File: config.mk
export PLATFORM = sky130hd
export DESIGN_NAME = conv_muladd_array
export DESIGN_NICKNAME = d
export VERILOG_FILES = /design/src/rtl/conv_muladd_array.sv
export SDC_FILE = /design/constraint.sdc
export NUM_CORES = 1
export LEC_CHECK = 0
export BUFFER_PORTS_ARGS = -buffer_cell sky130_fd_sc_hd__buf_2
export CAP_MARGIN = 20
export CORE_ASPECT_RATIO = 1.4
export CORE_UTILIZATION = 58
export CTS_BUF_LIST = sky130_fd_sc_hd__clkbuf_4 sky130_fd_sc_hd__clkbuf_8 sky130_fd_sc_hd__clkbuf_16
export DETAILED_ROUTE_END_ITERATION = 16
export PLACE_DENSITY_LB_ADDON = 0.08
export RECOVER_POWER = 50
export SYNTH_ARGS = -nofsm -noshare
export SYNTH_HDL_FRONTEND = slang
export SYNTH_SLANG_ARGS = --single-unit
File: constraint.sdc
create_clock -name clk -period 6.4 [get_ports clk]
set_input_delay 0.64 -clock clk [delete_from_list [all_inputs] [get_ports clk]]
set_output_delay 0.64 -clock clk [all_outputs]
set_load 0.02 [all_outputs]
File: src/rtl/conv_muladd_array.sv
// conv_muladd_array: CPF x KPF multiply-accumulate array for convolution layers.
// Each beat multiplies CPF data values by a KPF x CPF weight block, sums the
// products per kernel lane and accumulates over an eop-delimited group. On the
// group's last beat the per-kernel bias is added, then the result is rounded,
// saturated and passed through the selected activation. A result strobe
// appears exactly four cycles after the eop beat.
module conv_muladd_array #(
    parameter int CPF       = 1,
    parameter int KPF       = 1,
    parameter int DIN_DW    = 16,
    parameter int WW        = 16,
    parameter int BIAS_DW   = 16,
    parameter int DOUT_DW   = 16,
    parameter int ACC_WIDTH = 40,
    parameter int DIN_Q     = 6,
    parameter int WQ        = 13,
    parameter int BIAS_Q    = 6,
    parameter int DOUT_Q    = 6,
    parameter int ACT       = 1
) (
    input  logic                      clk,
    input  logic                      rst,
    input  logic                      op_din_en,
    input  logic                      op_din_eop,
    input  logic [CPF*DIN_DW-1:0]     op_din,
    input  logic [KPF*CPF*WW-1:0]     op_weight,
    input  logic [KPF*BIAS_DW-1:0]    op_bias,
    input  logic                      sat_clr,
    output logic [KPF*DOUT_DW-1:0]    op_dout,
    output logic                      op_dout_en,
    output logic                      op_sat_flag
);

    localparam int PW    = DIN_DW + WW;              // full product width
    localparam int SUM_W = PW + $clog2(CPF);         // per-kernel sum width
    localparam int BSH   = DIN_Q + WQ - BIAS_Q;      // bias alignment shift
    localparam int SHIFT = DIN_Q + WQ - DOUT_Q;      // output rescale shift
    localparam int RW    = ACC_WIDTH + 1;            // rounding headroom

    localparam logic signed [DOUT_DW-1:0] DOUT_MAX = {1'b0, {(DOUT_DW-1){1'b1}}};
    localparam logic signed [DOUT_DW-1:0] DOUT_MIN = {1'b1, {(DOUT_DW-1){1'b0}}};
    localparam logic signed [RW-1:0]      MAXV     = RW'(DOUT_MAX);
    localparam logic signed [RW-1:0]      MINV     = RW'(DOUT_MIN);
    localparam logic signed [RW-1:0]      HALF     = RW'(1) << (SHIFT - 1);

    // Full-precision signed product; both operands widened first so no bits are lost.
    function automatic logic signed [PW-1:0] mul(input logic signed [DIN_DW-1:0] a,
                                                 input logic signed [WW-1:0]     b);
        return PW'(a) * PW'(b);
    endfunction

    // Pipeline control shared by all lanes
    logic s1_en_d,   s1_en_q;
    logic s1_eop_d,  s1_eop_q;
    logic s2_en_d,   s2_en_q;
    logic s2_eop_d,  s2_eop_q;
    logic s3_vld_d,  s3_vld_q;
    logic dout_en_d, dout_en_q;
    logic sat_d,     sat_q;
    logic [KPF-1:0]  lane_clip;

    // Valid/eop travel with the data; eop only counts on an accepted beat.
    // A new clip wins over a coincident clear of the sticky flag.
    always_comb begin
        s1_en_d   = op_din_en;
        s1_eop_d  = op_din_en & op_din_eop;
        s2_en_d   = s1_en_q;
        s2_eop_d  = s1_eop_q;
        s3_vld_d  = s2_en_q & s2_eop_q;
        dout_en_d = s3_vld_q;
        sat_d     = (s3_vld_q & (|lane_clip)) | (sat_q & ~sat_clr);
    end

    // Control registers; reset drops every beat in flight
    always_ff @(posedge clk) begin
        if (rst) begin
            s1_en_q   <= 1'b0;
            s1_eop_q  <= 1'b0;
            s2_en_q   <= 1'b0;
            s2_eop_q  <= 1'b0;
            s3_vld_q  <= 1'b0;
            dout_en_q <= 1'b0;
            sat_q     <= 1'b0;
        end else begin
            s1_en_q   <= s1_en_d;
            s1_eop_q  <= s1_eop_d;
            s2_en_q   <= s2_en_d;
            s2_eop_q  <= s2_eop_d;
            s3_vld_q  <= s3_vld_d;
            dout_en_q <= dout_en_d;
            sat_q     <= sat_d;
        end
    end

    assign op_dout_en  = dout_en_q;
    assign op_sat_flag = sat_q;

    for (genvar gi = 0; gi < KPF; gi++) begin : g_lane
        logic [CPF*PW-1:0]           prod_d,  prod_q;
        logic signed [BIAS_DW-1:0]   bias1_d, bias1_q;
        logic signed [BIAS_DW-1:0]   bias2_d, bias2_q;
        logic signed [SUM_W-1:0]     sum_d,   sum_q;
        logic signed [ACC_WIDTH-1:0] acc_d,   acc_q;
        logic signed [ACC_WIDTH-1:0] fin_d,   fin_q;
        logic signed [ACC_WIDTH-1:0] sum_ext, bias_al;
        logic signed [RW-1:0]        rnd,     r;
        logic signed [DOUT_DW-1:0]   sat_v,   act_v;
        logic signed [DOUT_DW-1:0]   dout_d,  dout_q;
        logic                        clip;

        // S1: per-channel products for this kernel, bias captured alongside
        always_comb begin
            prod_d = '0;
            for (int c = 0; c < CPF; c++) begin
                prod_d[c*PW +: PW] = mul(op_din[c*DIN_DW +: DIN_DW],
                                         op_weight[(gi*CPF + c)*WW +: WW]);
            end
            bias1_d = op_bias[gi*BIAS_DW +: BIAS_DW];
        end

        // S2: reduce the products over input channels
        always_comb begin
            sum_d = '0;
            for (int c = 0; c < CPF; c++) begin
                sum_d = sum_d + SUM_W'($signed(prod_q[c*PW +: PW]));
            end
            bias2_d = bias1_q;
        end

        // S3: accumulate; on eop emit acc + sum + aligned bias and restart from zero
        always_comb begin
            sum_ext = ACC_WIDTH'(sum_q);
            bias_al = ACC_WIDTH'(bias2_q) <<< BSH;
            acc_d   = acc_q;
            fin_d   = fin_q;
            if (s2_en_q) begin
                if (s2_eop_q) begin
                    fin_d = acc_q + sum_ext + bias_al;
                    acc_d = '0;
                end else begin
                    acc_d = acc_q + sum_ext;
                end
            end
        end

        // S4: round half up, saturate, then activation; output holds between strobes
        always_comb begin
            rnd   = RW'(fin_q) + HALF;
            r     = rnd >>> SHIFT;
            clip  = 1'b0;
            sat_v = r[DOUT_DW-1:0];
            if (r > MAXV) begin
                sat_v = DOUT_MAX;
                clip  = 1'b1;
            end else if (r < MINV) begin
                sat_v = DOUT_MIN;
                clip  = 1'b1;
            end
            act_v = sat_v;
            if (ACT == 1 && sat_v[DOUT_DW-1]) begin
                act_v = '0;
            end else if (ACT == 2 && sat_v[DOUT_DW-1]) begin
                act_v = sat_v >>> 3;
            end
            dout_d = s3_vld_q ? act_v : dout_q;
        end

        // Lane datapath registers
        always_ff @(posedge clk) begin
            if (rst) begin
                prod_q  <= '0;
                bias1_q <= '0;
                bias2_q <= '0;
                sum_q   <= '0;
                acc_q   <= '0;
                fin_q   <= '0;
                dout_q  <= '0;
            end else begin
                prod_q  <= prod_d;
                bias1_q <= bias1_d;
                bias2_q <= bias2_d;
                sum_q   <= sum_d;
                acc_q   <= acc_d;
                fin_q   <= fin_d;
                dout_q  <= dout_d;
            end
        end

        assign op_dout[gi*DOUT_DW +: DOUT_DW] = dout_q;
        assign lane_clip[gi]                   = clip;
    end

endmodule

### Yosys cells after proc, flatten, opt, wreduce, memory -nomap -nowiden

Index checks and enable logic that the tools add are counted.

* flip-flop bits (word level): 199
* word-level logic and storage cells: 33
* bits of input ports: 53
* output and inout port bits: 18

* multiplexer cells: 6
* reductions and logical operators: 1
* bitwise gates (word level): 6
* $add $sub $neg: 3
* multipliers: 1
* order comparisons: 2

Operators by type and width (number)
* $add A40 B14 Y41 const B: 1
* $add A40 B29 Y40: 1
* $add A40 B32 Y40: 1
* $mux W40: 1
* $mul A16 B16 Y32: 1
* $mux W16: 2
* $gt A28 B16 Y1 const B: 1
* $lt A28 B16 Y1 const B: 1
* $mux W15: 1
* $and A1 B1 Y1: 4
* $mux W1: 2
* $reduce_and A2 Y1: 1
* $not A1 Y1: 1
* $or A1 B1 Y1: 1

### Longest topological paths before layout

* depth in word-level cells: 6
* mapped depth: 25
* depth with buffers taken out: 24

### Least setup slack after synthesis

Ideal clock, no wire load.

* path type: input -> register
* from: input port op_din[3]
* to: register g_lane[0].prod_q[30]
* setup slack: -0.068 ns
* stages: 23
* buffers on the path: 1
* data required time: 6.277 ns
* arrival time: 6.345 ns
* cells stage by stage: clkbuf_1 > and2_1 > fa_1 > inv_1 > fa_1 > inv_1 > fa_1 > fa_1 > fa_1 > inv_1 > fa_1 > inv_1 > ha_1 > a21o_1 > a21o_1 > a21o_1 > a21o_1 > a21oi_1 > o211ai_1 > nand2_1 > o31ai_1 > o41ai_1 > mux2_1

* cells in the longest elaborated chain, start to end: 1

RTL lines
* from (decl): RTL line 25 `input logic [CPF*DIN_DW-1:0] op_din,`
* $mul A16 B16 Y32: RTL line 49 `return PW'(a) * PW'(b);`
* to (signal assigned): RTL line 179 `prod_q <= prod_d;`
* to (decl): RTL line 99 `logic [CPF*PW-1:0] prod_d, prod_q;`

Every way passes these cells.
A chain may end at the register's enable or synchronous reset.

### Final worst setup path

* from: input port op_weight[12]
* to: register g_lane[0].prod_q[31]

* cells in the longest elaborated chain, start to end: 1

RTL lines
* from (decl): RTL line 26 `input logic [KPF*CPF*WW-1:0] op_weight,`
* $mul A16 B16 Y32: RTL line 49

Every way passes these cells.

==> results.cfg <==
[logic_synthesis]
mappedNetlistNets = 2670
synthFlopType = sky130_fd_sc_hd__dfxtp_1
synth_edf_count = 0
synth_cell_types = 80
synth-seq-area-share_pct = 19.1
synth.yosys.warnings = 0
synth.cell_area_um2 = 19500
synthesis.instances = 2205
syn_avg_cell_area_um2 = 8.83
synthesis_stage_register_bit_count = 186
async_flop_share_pct = 0

[power_and_ir_drop]
power_density_nw_per_um2 = 600
ir_drop_uv = 618
power.total_w = 0.0129
power_leakage_nw = 10.5

[worst_hold_path]
timing.hold.worst.class = in2reg
holdCritStartpoint = op_din_eop

[placement]
placement.io_buffers = 69
finalWeightedCongestion = 0.916
place.detailed.hpwl_mm = 35.9
pre_cts_ws_ns = -0.293

[global_routing]
grt_pass1_wl_mm = 71.1
global_routing_usage_summed_across_all_routing_layers_pct = 26.4
grt_pass1_vias = 15200
initial_antenna_violation_count = 0
overflow = 0
grt_max_degree = 99

[routing]
detail_route.wirelength_mm = 43.3
routed-via-count = 14800
drtIter0Drc = 593
routedWlPerCell_um = 15.6
detail_route.drc_violations = 0
via_density = 5.32
tritonroute_pass_1_iters = 6
antenna_left = 0

[worst_setup_path]
critical_path_peak_fanout = 6
crit_path_start_kind = primary input
timing.setup.critical_path_class = in2reg
required_ns = 6.70
critical_path.cell_chain = buf_2, and2_1, fa_1, inv_1, fa_1, inv_1, fa_1, fa_1, fa_1, inv_1, fa_1, inv_1, ha_4, buf_4, and3_1, nand4_1, or3b_1, a41oi_2, o41ai_2, buf_4, o21ai_1, a31oi_1, xnor2_1, nor2_1
cpMostUsedCell = sky130_fd_sc_hd__fa_1
cpMaxStageDelayCell = sky130_fd_sc_hd__fa_1
r2r_start = g_lane[0].sum_q[0]
timing.critical_path.from = op_weight[12]
cp.arrival_ns = 6.50
kind_of_capture_point_of_the_worst_setup_path = register
cpPeakStageDelay_ns = 0.55

[floorplan]
die-area_um2 = 34300
initial_utilization_pct = 58.8
die_height_um = 219
coreArea_um2 = 33100
io_pins = 71
chipWidth_um = 157
std_cell_rows = 79

[finish]
layout.cells.most_common = sky130_fd_sc_hd__inv_1
n_antenna_cell = 0
layout-drive-gt1-share_pct = 9.89
fin_util_pct = 64.9
area_growth_syn_to_layout_pct = 10.4
finish.net_count = 2787
most-common-layout-cells = sky130_fd_sc_hd__inv_1, sky130_fd_sc_hd__fa_1, sky130_fd_sc_hd__nand2_1, sky130_fd_sc_hd__dfxtp_1, sky130_fd_sc_hd__ha_1

[cts]
count_of_clock_tree_sinks = 186
htree_num_levels = 4
maximum_buffer_depth_of_the_clock_tree = 2
tritoncts = built
clk_root_buffer_cell = sky130_fd_sc_hd__clkbuf_16
clock_slew_at_reported_path_ffs_ns = 0.07
numCtsBuffers = 17
worst_skew_pair.late_latency_ns = 0.45

[timing]
maxSlewViolCount = 76
report.final.setup_viol = 0
min_period_over_period_pct = 96.9
total_negative_setup_slacks_ns = 0
hold_viol_final = 0
worst_pin_slew_ns = 3.24
worst_clock_skew_ns = 0.00822
worst_path_setup_slack_after_routing_ns = 0.200
finalWorstPathRequiredPeriod_ns = 6.20
whs_ns = 0.394
timing.slew.headroom_pct = -116
fmaxAchievable_ghz = 0.161

[outcome]
status = complete, but fails checks
failing_checks = capacitance limit, slew limit

[job]
max_cap_viol_count = 1
## worst max-delay path, delay by kind of cell
kind	cells	cell delay, ns
buf+inv	7	0.64
fa+ha+maj	7	3.39
compound gates	4	0.71
xor+xnor	1	0.15
simple gates	5	0.96
## what timing repair did
action	in CTS	in global routing
buffers inserted	0	1
hold buffers	0	0
resized for setup	0	3
endpoints found under the setup margin	0	5
## stage by stage
stage / cells / instance area (um2)
global route: 2780 / 21500
detailed placement: 2747 / 20900
finish: 2780 / 21500
global placement: 2746 / 20900
floorplan: 2205 / 19500
CTS: 2779 / 21500
## per-layer routing
metal | GRT usage, % | routed length, um | vias up
met3 | 2.25 | 1120 | 76
met5 | 0 | 0 | -
met2 | 50.9 | 23300 | 278
met1 | 29.5 | 17700 | 7163
li1 | - | - | 7282
met4 | 10.3 | 1280 | 0
## sequential cells by signal, indices dropped and copies added (netlist names)
signal / flops
g_lane.bias2_q: 16
s1_eop_q: 1
op_dout_en: 1
dout_en_d: 1
s2_eop_q: 1
g_lane.acc_q: 40
op_dout: 15
g_lane.prod_q: 32
s2_en_q: 1
g_lane.fin_q: 28
s1_en_q: 1
op_sat_flag: 1
g_lane.bias1_q: 16
g_lane.sum_q: 32
## kinds of logic (layout without fill, tap and decap cells)
kind of cell / Yosys count / count (layout) / share of synthesized area [%]
mux: 7 / 7 / 0.373
flops: 186 / 186 / 19.1
simple gates: 681 / 681 / 17.6
compound gates: 369 / 369 / 12.6
other cells: 1 / 1 / 0.0193
buf+inv: 440 / 570 / 8.69
fa+ha+maj: 412 / 412 / 36.6
xor+xnor: 109 / 109 / 4.90
## report_power, final
| part | switching [W] | total (W) | leakage [nW] | internal (W) |
|---|---|---|---|---|
| logic | 0.00550 | 0.0105 | 8.70 | 0.00498 |
| clock network | 0.000478 | 0.00102 | 0.276 | 0.000540 |
| registers | 0.0000469 | 0.00142 | 1.52 | 0.00137 |
## cells in the mapped netlist (11+ instances only)
cell type,number,share of area [%]
sky130_fd_sc_hd__inv_1,352,6.8
sky130_fd_sc_hd__fa_1,264,27
sky130_fd_sc_hd__nand2_1,213,4.1
sky130_fd_sc_hd__dfxtp_1,186,19
sky130_fd_sc_hd__ha_1,148,9.5
sky130_fd_sc_hd__nor2_1,133,2.6
sky130_fd_sc_hd__and2_1,132,4.2
sky130_fd_sc_hd__a21oi_1,107,2.7
sky130_fd_sc_hd__nor2b_1,79,2.5
sky130_fd_sc_hd__xnor2_1,74,3.3
sky130_fd_sc_hd__clkbuf_1,70,1.3
sky130_fd_sc_hd__a21o_1,48,1.8
sky130_fd_sc_hd__o21ai_0,48,1.2
sky130_fd_sc_hd__xor2_1,35,1.6
sky130_fd_sc_hd__a22oi_1,26,1.0
sky130_fd_sc_hd__nand3_1,25,0.64
sky130_fd_sc_hd__and3_1,18,0.58
sky130_fd_sc_hd__nand2b_1,16,0.51
sky130_fd_sc_hd__a31oi_1,15,0.48
sky130_fd_sc_hd__nor3_1,14,0.36
sky130_fd_sc_hd__o21bai_1,14,0.54
sky130_fd_sc_hd__a22o_1,13,0.58
sky130_fd_sc_hd__nand4_1,13,0.42
sky130_fd_sc_hd__o21a_1,13,0.50
sky130_fd_sc_hd__a211oi_1,11,0.42
sky130_fd_sc_hd__o211ai_1,11,0.42
## area by class of cell
| cell class | instances | area [um2] |
|---|---|---|
| clock buffer | 21 | 468 |
| inverter | 352 | 1320 |
| clock inverter | 11 | 108 |
| multi-input combinational | 1579 | 14100 |
| sequential | 186 | 3720 |
| fill | 2854 | 11600 |
| tap | 445 | 557 |
| timing repair buffer | 186 | 1220 |
## path summary, 6_finish.rpt
path / slack (ns) / depth (start not counted) / to
max: 0.20 / 24 / g_lane[0].prod_q[31]
min: 0.39 / 2 / s1_eop_q
max reg2reg: 0.60 / 20 / g_lane[0].fin_q[39]
min reg2reg: 0.43 / 1 / g_lane[0].sum_q[22]
(Power assumes the default switching activity.)
